[src/rtl/if_stage.sv]
// Instruction fetch stage: keeps the PC, issues one word fetch at a time and registers the returned word with its PC for decode.
// Latency: a word reaches valid_o the cycle after mem_ack_i, so throughput is one instruction every L+1 cycles for memory latency L.
// Backpressure: while valid_o=1 and ack_i=0 the output slot holds steady and no fetch is issued; a redirect squashes the slot and any in-flight fetch.
//
// Ports:
//   clk, rstn_i                 clock, asynchronous active-low reset
//   mem_req_o, mem_addr_o       single-cycle fetch request and its word address
//   mem_ack_i, mem_rdata_i      single-cycle response pulse and the fetched word
//   valid_o, instr_o, pc_o      instruction slot offered to decode
//   ack_i                       decode consumed the slot this cycle
//   branch_i, branch_target_i   redirect from execute (target low bits ignored)
module if_stage #(
    parameter logic [31:0] RESET_PC = 32'h0000_0000
) (
    input  logic        clk,
    input  logic        rstn_i,
    output logic        mem_req_o,
    output logic [31:0] mem_addr_o,
    input  logic        mem_ack_i,
    input  logic [31:0] mem_rdata_i,
    output logic        valid_o,
    output logic [31:0] instr_o,
    output logic [31:0] pc_o,
    input  logic        ack_i,
    input  logic        branch_i,
    input  logic [31:0] branch_target_i
);

    // Word alignment: the two low address bits never reach the PC.
    localparam logic [31:0] ALIGN_MASK = 32'hFFFF_FFFC;
    localparam logic [31:0] RESET_PC_ALIGNED = RESET_PC & ALIGN_MASK;

    // REQ : idle, may issue a fetch at pc_q
    // WAIT: right-path fetch outstanding, its word goes to decode
    // DROP: wrong-path fetch outstanding, its word is thrown away
    typedef enum logic [1:0] {
        S_REQ  = 2'd0,
        S_WAIT = 2'd1,
        S_DROP = 2'd2
    } state_t;

    state_t      state_q;
    state_t      state_d;
    logic [31:0] pc_q;
    logic [31:0] pc_d;

    logic        slot_free;
    logic        issue;
    logic        fill;

    // The slot can take a new word if it is empty or being consumed now.
    assign slot_free = !valid_o || ack_i;

    // rstn_i is folded in so the request line stays low while reset is held,
    // even though the FSM already sits in REQ with an empty slot.
    assign issue = rstn_i && (state_q == S_REQ) && slot_free && !branch_i;

    // A right-path response lands in the slot unless a redirect kills it
    // in the same cycle.
    assign fill = (state_q == S_WAIT) && mem_ack_i && !branch_i;

    // ------------------------------------------------------------------
    // FSM: state register
    // ------------------------------------------------------------------
    always_ff @(posedge clk or negedge rstn_i) begin
        if (!rstn_i) begin
            state_q <= S_REQ;
        end else begin
            state_q <= state_d;
        end
    end

    // ------------------------------------------------------------------
    // FSM: next state
    // ------------------------------------------------------------------
    always_comb begin
        state_d = state_q;
        case (state_q)
            S_REQ: begin
                if (issue) begin
                    state_d = S_WAIT;
                end
            end
            S_WAIT: begin
                // A response always retires the outstanding fetch, whether
                // it is kept or squashed by a simultaneous redirect.
                if (mem_ack_i) begin
                    state_d = S_REQ;
                end else if (branch_i) begin
                    state_d = S_DROP;
                end
            end
            S_DROP: begin
                if (mem_ack_i) begin
                    state_d = S_REQ;
                end
            end
            default: begin
                state_d = S_REQ;
            end
        endcase
    end

    // ------------------------------------------------------------------
    // FSM: outputs
    // ------------------------------------------------------------------
    always_comb begin
        mem_req_o  = 1'b0;
        mem_addr_o = 32'h0000_0000;
        if (issue) begin
            mem_req_o  = 1'b1;
            mem_addr_o = pc_q;
        end
    end

    // ------------------------------------------------------------------
    // Program counter
    // ------------------------------------------------------------------
    // pc_q is the address of the next word decode should see. It only
    // advances when that word is actually captured, so a dropped wrong-path
    // response leaves it pointing at the redirect target.
    always_comb begin
        pc_d = pc_q;
        if (branch_i) begin
            pc_d = branch_target_i & ALIGN_MASK;
        end else if (fill) begin
            pc_d = pc_q + 32'd4;
        end
    end

    always_ff @(posedge clk or negedge rstn_i) begin
        if (!rstn_i) begin
            pc_q <= RESET_PC_ALIGNED;
        end else begin
            pc_q <= pc_d;
        end
    end

    // ------------------------------------------------------------------
    // Output slot
    // ------------------------------------------------------------------
    // A redirect empties the slot even if decode acks in the same cycle.
    // instr_o/pc_o only change on a fill, so they hold under backpressure.
    always_ff @(posedge clk or negedge rstn_i) begin
        if (!rstn_i) begin
            valid_o <= 1'b0;
            instr_o <= 32'h0000_0000;
            pc_o    <= 32'h0000_0000;
        end else begin
            if (branch_i) begin
                valid_o <= 1'b0;
            end else if (fill) begin
                valid_o <= 1'b1;
                instr_o <= mem_rdata_i;
                pc_o    <= pc_q;
            end else if (ack_i) begin
                valid_o <= 1'b0;
            end
        end
    end

endmodule

[config.mk]
export PLATFORM = sky130hd
export DESIGN_NAME = if_stage
export DESIGN_NICKNAME = d
export VERILOG_FILES = /design/src/rtl/if_stage.sv
export SDC_FILE = /design/constraint.sdc
export NUM_CORES = 1
export LEC_CHECK = 0
export ABC_AREA = 1
export BUFFER_PORTS_ARGS = -buffer_cell sky130_fd_sc_hd__clkbuf_2
export CELL_PAD_IN_SITES_DETAIL_PLACEMENT = 0
export CELL_PAD_IN_SITES_GLOBAL_PLACEMENT = 1
export CORE_ASPECT_RATIO = 0.6
export CORE_UTILIZATION = 35
export DETAILED_ROUTE_END_ITERATION = 16
export PLACE_DENSITY = 0.79
export SETUP_SLACK_MARGIN = 0.15
export SYNTH_ARGS = -nofsm -noshare
export SYNTH_HDL_FRONTEND = slang
export SYNTH_SLANG_ARGS = --single-unit
[constraint.sdc]
create_clock -name clk -period 1.92 [get_ports clk]
set_input_delay 0 -clock clk [delete_from_list [all_inputs] [get_ports clk]]
set_output_delay 0 -clock clk [all_outputs]
set_load 0.02 [all_outputs]
* After elaboration in Yosys (flattened, before gate mapping)
Cells that the tools add are included.
Storage, ports and cells: bits in registers 99, input bits 69, output and inout port bits 98
Operators by class: add/subtract/negate cells 1, equal/unequal tests 5, mux-type cells 12, bitwise logic cells 1, reduce and logical (&&, ||, !) cells 13
Operator list (number):
- 2-to-1 mux 32 bit | 3
- adder 32 x 3 -> 32 bit, second input constant | 1
- 2-to-1 mux 2 bit | 4
- one-hot mux 2 bit (3 select lines) | 1
- logical AND 1 bit | 5
- 2-to-1 mux 1 bit | 4
- != test 2 bit, second input constant | 2
- != test 3 bit, second input constant | 1
- AND reduction 3 bit | 1
- nonzero test 3 bit | 1
- equality test 2 x 1 -> 1 bit, second input constant | 1
- equality test 2 bit, second input constant | 1
- logical NOT 1 bit | 2
- logical NOT 2 bit | 1
- AND reduction 2 bit | 1
- nonzero test 2 bit | 1
- logical OR 1 bit | 1
- NOT 1 bit | 1

* Logic depth before layout (Yosys ltp)
word-level depth 6, mapped depth 10, gate-level depth less buffers 10

* Least setup slack after synthesis
No wires, ideal clock.
path type reg-to-reg, from reg pc_q[2], to reg pc_q[30], library setup time 0.116 ns, arrival 1.342 ns, data required time 1.804 ns, setup slack 0.461 ns, cell stages (with the launch flop) 11, buffers on the path 0, clock period less this slack 1.459 ns, cells stage by stage dfrtp_1 > ha_1 > inv_1 > nor2_4 > nand2_2 > nor2_2 > nand2_1 > nand2_1 > nand3_1 > nand2_1 > nand2_1
On the way: word-level cells in the longest chain between the ends 3
Ends and longest elaborated chain:
- start: declaration | line 44 | logic [31:0] pc_q;
- start signal: assignment | line 135 | pc_q <= pc_d;
- adder 32 x 3 -> 32 bit | line 127 | pc_d = pc_q + 32'd4;
- 2-to-1 mux 32 bit | line 126 | end else if (fill) begin
- 2-to-1 mux 32 bit | line 124 | if (branch_i) begin
No other way between the ends. The select of a mux whose other input is x is not followed. A chain may end at the register's enable or synchronous reset.

* Worst setup path in the final report
from reg valid_o, to out mem_addr_o[2]
On the way: word-level cells in the longest chain between the ends 5
Ends and longest elaborated chain:
- start: declaration | line 21 | output logic valid_o,
- start signal: assignment | line 146 | valid_o <= 1'b0;
- start signal: assignment | line 151 | valid_o <= 1'b0;
- start signal: assignment | line 153 | valid_o <= 1'b1;
- logical NOT 1 bit | line 52 | assign slot_free = !valid_o || ack_i;
- logical OR 1 bit | line 52
- logical AND 1 bit (2 in series) | line 56 | assign issue = rstn_i && (state_q == S_REQ) && slot_free && !branch_i;
- 2-to-1 mux 32 bit | line 110 | if (issue) begin
- end: declaration | line 18 | output logic [31:0] mem_addr_o,
No other way between the ends.

==> flow_metrics.py <==
metrics = {
    "status": {
        "status": "completed",
    },
    "power": {
        "power.density_nw_per_um2": 1046,
        "leakagePower_nw": 3.511,
        "peakVddDrop_mv": 0.4459,
        "seq_power_share_pct": 40.3,
        "switching_power_mw": 2.514,
        "pwr-share-clk_pct": 29.4,
        "p_sw_share_pct": 35.69,
        "comb_power_share_pct": 30.2,
        "internal_power_mw": 4.530,
    },
    "timing": {
        "slew_violations": 0,
        "slew_headroom_pct": 66.11,
        "skew_ps": 8.681,
        "setup_violations": 0,
        "setup_total_negative_slack_ps": 0,
        "fin_crit_ps": 1593,
        "tightestPinTransition_ps": 508.4,
        "fmax_mhz": 627.6,
        "period_share_pct": 82.98,
        "grt_setup_unrepaired": "false",
        "hold_viol": 0,
    },
    "placement": {
        "place.gp.congestion": 0.8571,
        "io_buffer_count": 160,
        "place_inst": 962,
        "place_hpwl_mm": 9.983,
    },
    "drt": {
        "route.antenna.remaining_nets": 0,
        "drt_iter0_markers": 278,
        "finalWirelength_mm": 14.12,
        "first_pass_iters": 6,
        "post_drt_wl_per_cell_um": 13.63,
        "via_per_inst": 4.677,
        "via_count": 4845,
        "drc": 0,
    },
    "global_routing": {
        "grt_pass1_wl_mm": 23.06,
        "antenna_found_initial": 0,
        "grt_overflow": 0,
        "grt_pass1_vias": 4609,
        "grt_max_degree": 96,
        "track_usage_pct": 20.67,
    },
    "worst_setup_path": {
        "rr_startpoint": "pc_q[2]",
        "critical_path_class": "flop to primary output",
        "cpPeakStageDelay_ps": 370,
        "crit_fanout": 22,
        "crit_start": "valid_o",
        "crit_chain": "inv_1, nor2_1, inv_1, nand4_1, buf_4, nor2_2, clkbuf_2",
        "critPathRequiredTime_ps": 1920,
        "arrival_ps": 1590,
        "cp_common_cell": "inv_1",
        "reg2reg_slack_ps": 330,
        "reg2reg_depth": 10,
        "start_kind": "flop",
        "cp-end-kind": "primary output",
        "crit_path_top_delay_cell": "dfrtp_1",
        "r2r-end": "pc_q[22]",
    },
    "floorplan": {
        "dieHeight_um": 92.90,
        "core_area_um2": 13130,
        "die_x_um": 153.5,
        "start_util_pct": 36.70,
        "die-area_um2": 14260,
        "rows": 32,
        "ios": 167,
    },
    "min_path": {
        "whs_path_depth": 5,
        "hold_path.class": "primary input to flop",
        "min_from": "branch_target_i[28]",
        "whs_endpoint": "pc_q[28]",
    },
    "finish": {
        "antenna_cells": 0,
        "drive_above_1_share_pct": 25.29,
        "final_util_pct": 51.31,
        "syn2layout_area_growth_pct": 39.80,
        "final_cells": 1036,
        "fillers": 1284,
        "nets": 931,
    },
    "logic_synthesis": {
        "ys_seq_area_share_pct": 49.33,
        "yosysUniqueCellTypes": 31,
        "synth_seq_cells": 95,
        "synthTopCellsByArea": "dfrtp_1, nand2_1, nor2_1",
        "synth_flop_cell": "dfrtp_1",
        "netlist_instances": 648,
        "ys_warn_count": 0,
        "yosys.area.top_type_share_pct": 49.33,
        "syn_avg_cell_area_um2": 7.438,
        "synthArstFlopShare_pct": 100.0,
        "netlist_area_um2": 4820,
        "synth_top_area_cell": "dfrtp_1",
        "synth_enable_flop_cells": 0,
    },
    "cts": {
        "tritoncts": "yes",
        "clkSinkCount": 95,
        "post-cts-setup-buffers": 0,
        "insertion_delay_ps": 340,
        "clk_path_buf_depth": 2,
        "cts_max_level": 3,
        "clk_pin_slew_ps": 70,
        "cts_buffers": 9,
        "cts-root-buf": "clkbuf_16",
    },
    "job": {
        "maxCapViolations": 0,
    },
}
==> stage by stage <==
stage | hold slack (ps) | power [mW] | cell area (um2) | setup WS (ps)
floorplan | -295.6 | 4.098 | 4831 | 461.2
global placement | 116.7 | 4.857 | 5799 | 304.4
detailed placement | 122.8 | 4.917 | 5799 | 264.9
CTS | 2.823 | 7.114 | 6726 | 252.4
global route | 16.90 | 7.474 | 6738 | 183.2
finish | 7.983 | 7.044 | 6738 | 326.7
==> critical path, delay by kind of cell, from the launching register on <==
family,cells,cell delay (ps)
buf+inv,4,560
simple gates,3,310
flops,1,370
==> Yosys cell counts, drive strengths merged, types with 2 or more instances <==
library cell    n
buf            23
o22ai           2
o31ai           2
nand3          37
clkbuf          6
o211ai          6
o21ai          41
nand4           3
xor2            3
nor2          113
a21oi          11
inv            48
dfrtp          95
nand2         252
==> repair_timing <==
item	4_1_cts	5_1_grt
hold endpoints to repair	153	0
hold buffers	58	0
endpoints found under the setup margin	0	4
gates resized for setup	0	4
==> logic make-up (layout without fill, tap and decap cells) <==
| family | count (synthesis) | in the layout | synth area share (%) |
|---|---|---|---|
| other cells | 1 | 4 | 0.07781 |
| compound gates | 63 | 63 | 7.113 |
| simple gates | 408 | 408 | 35.62 |
| fa+ha+maj | 1 | 1 | 0.2596 |
| flops | 95 | 95 | 49.33 |
| buf+inv | 77 | 292 | 7.061 |
| xor+xnor | 3 | 3 | 0.5453 |
==> worst max path at each step <==
stage / end / cells after the start
floorplan: pc_q[30] / 10
global placement: pc_q[22] / 10
detailed placement: pc_q[22] / 10
CTS: pc_q[22] / 10
global route: pc_q[22] / 10
finish: mem_addr_o[2] / 7
==> final cells by class <==
class	count	area (um2)	share of cell area, %
Timing Repair Buffer	228	1496	22.21
Sequential cell	95	2379	35.30
Inverter	48	180.2	2.674
Clock buffer	10	229.0	3.398
Tap cell	170	212.7	3.157
Clock inverter	6	117.6	1.746
Multi-Input combinational cell	479	2123	31.51
==> placed cells by master, fill, tap and decap left out, drive strengths merged, types with 6 or more instances in the layout <==
| master | n |
|---|---|
| nand2 | 252 |
| dlygate4sd3 | 58 |
| dfrtp | 95 |
| o21ai | 41 |
| o211ai | 6 |
| clkbuf | 169 |
| nand3 | 37 |
| a21oi | 11 |
| nor2 | 113 |
| buf | 11 |
| inv | 49 |
==> routing by layer <==
layer,vias to the layer above,share of wire [%],global-route usage (%)
li1,2428,-,-
met5,-,0,0
met2,164,43,31.25
met4,0,0.75,4.833
met3,8,6.2,4.539
met1,2245,50,29.93
==> registers in the layout (all words and copies together) (netlist names) <==
signal,flops
pc_o,30
pc_q,30
state_q,2
valid_o,1
instr_o,32
==> power by group through the flow <==
stage | clock network, mW | registers (mW) | logic (mW)
3_3_place_gp | 0 | 2.84 | 2.02
2_1_floorplan | 0 | 3.36 | 0.739
3_5_place_dp | 0 | 2.87 | 2.05
6_report | 2.07 | 2.84 | 2.13
4_1_cts | 2.13 | 2.84 | 2.14
5_1_grt | 2.21 | 2.91 | 2.35
Note: power is estimated with default switching activity, not from simulation.
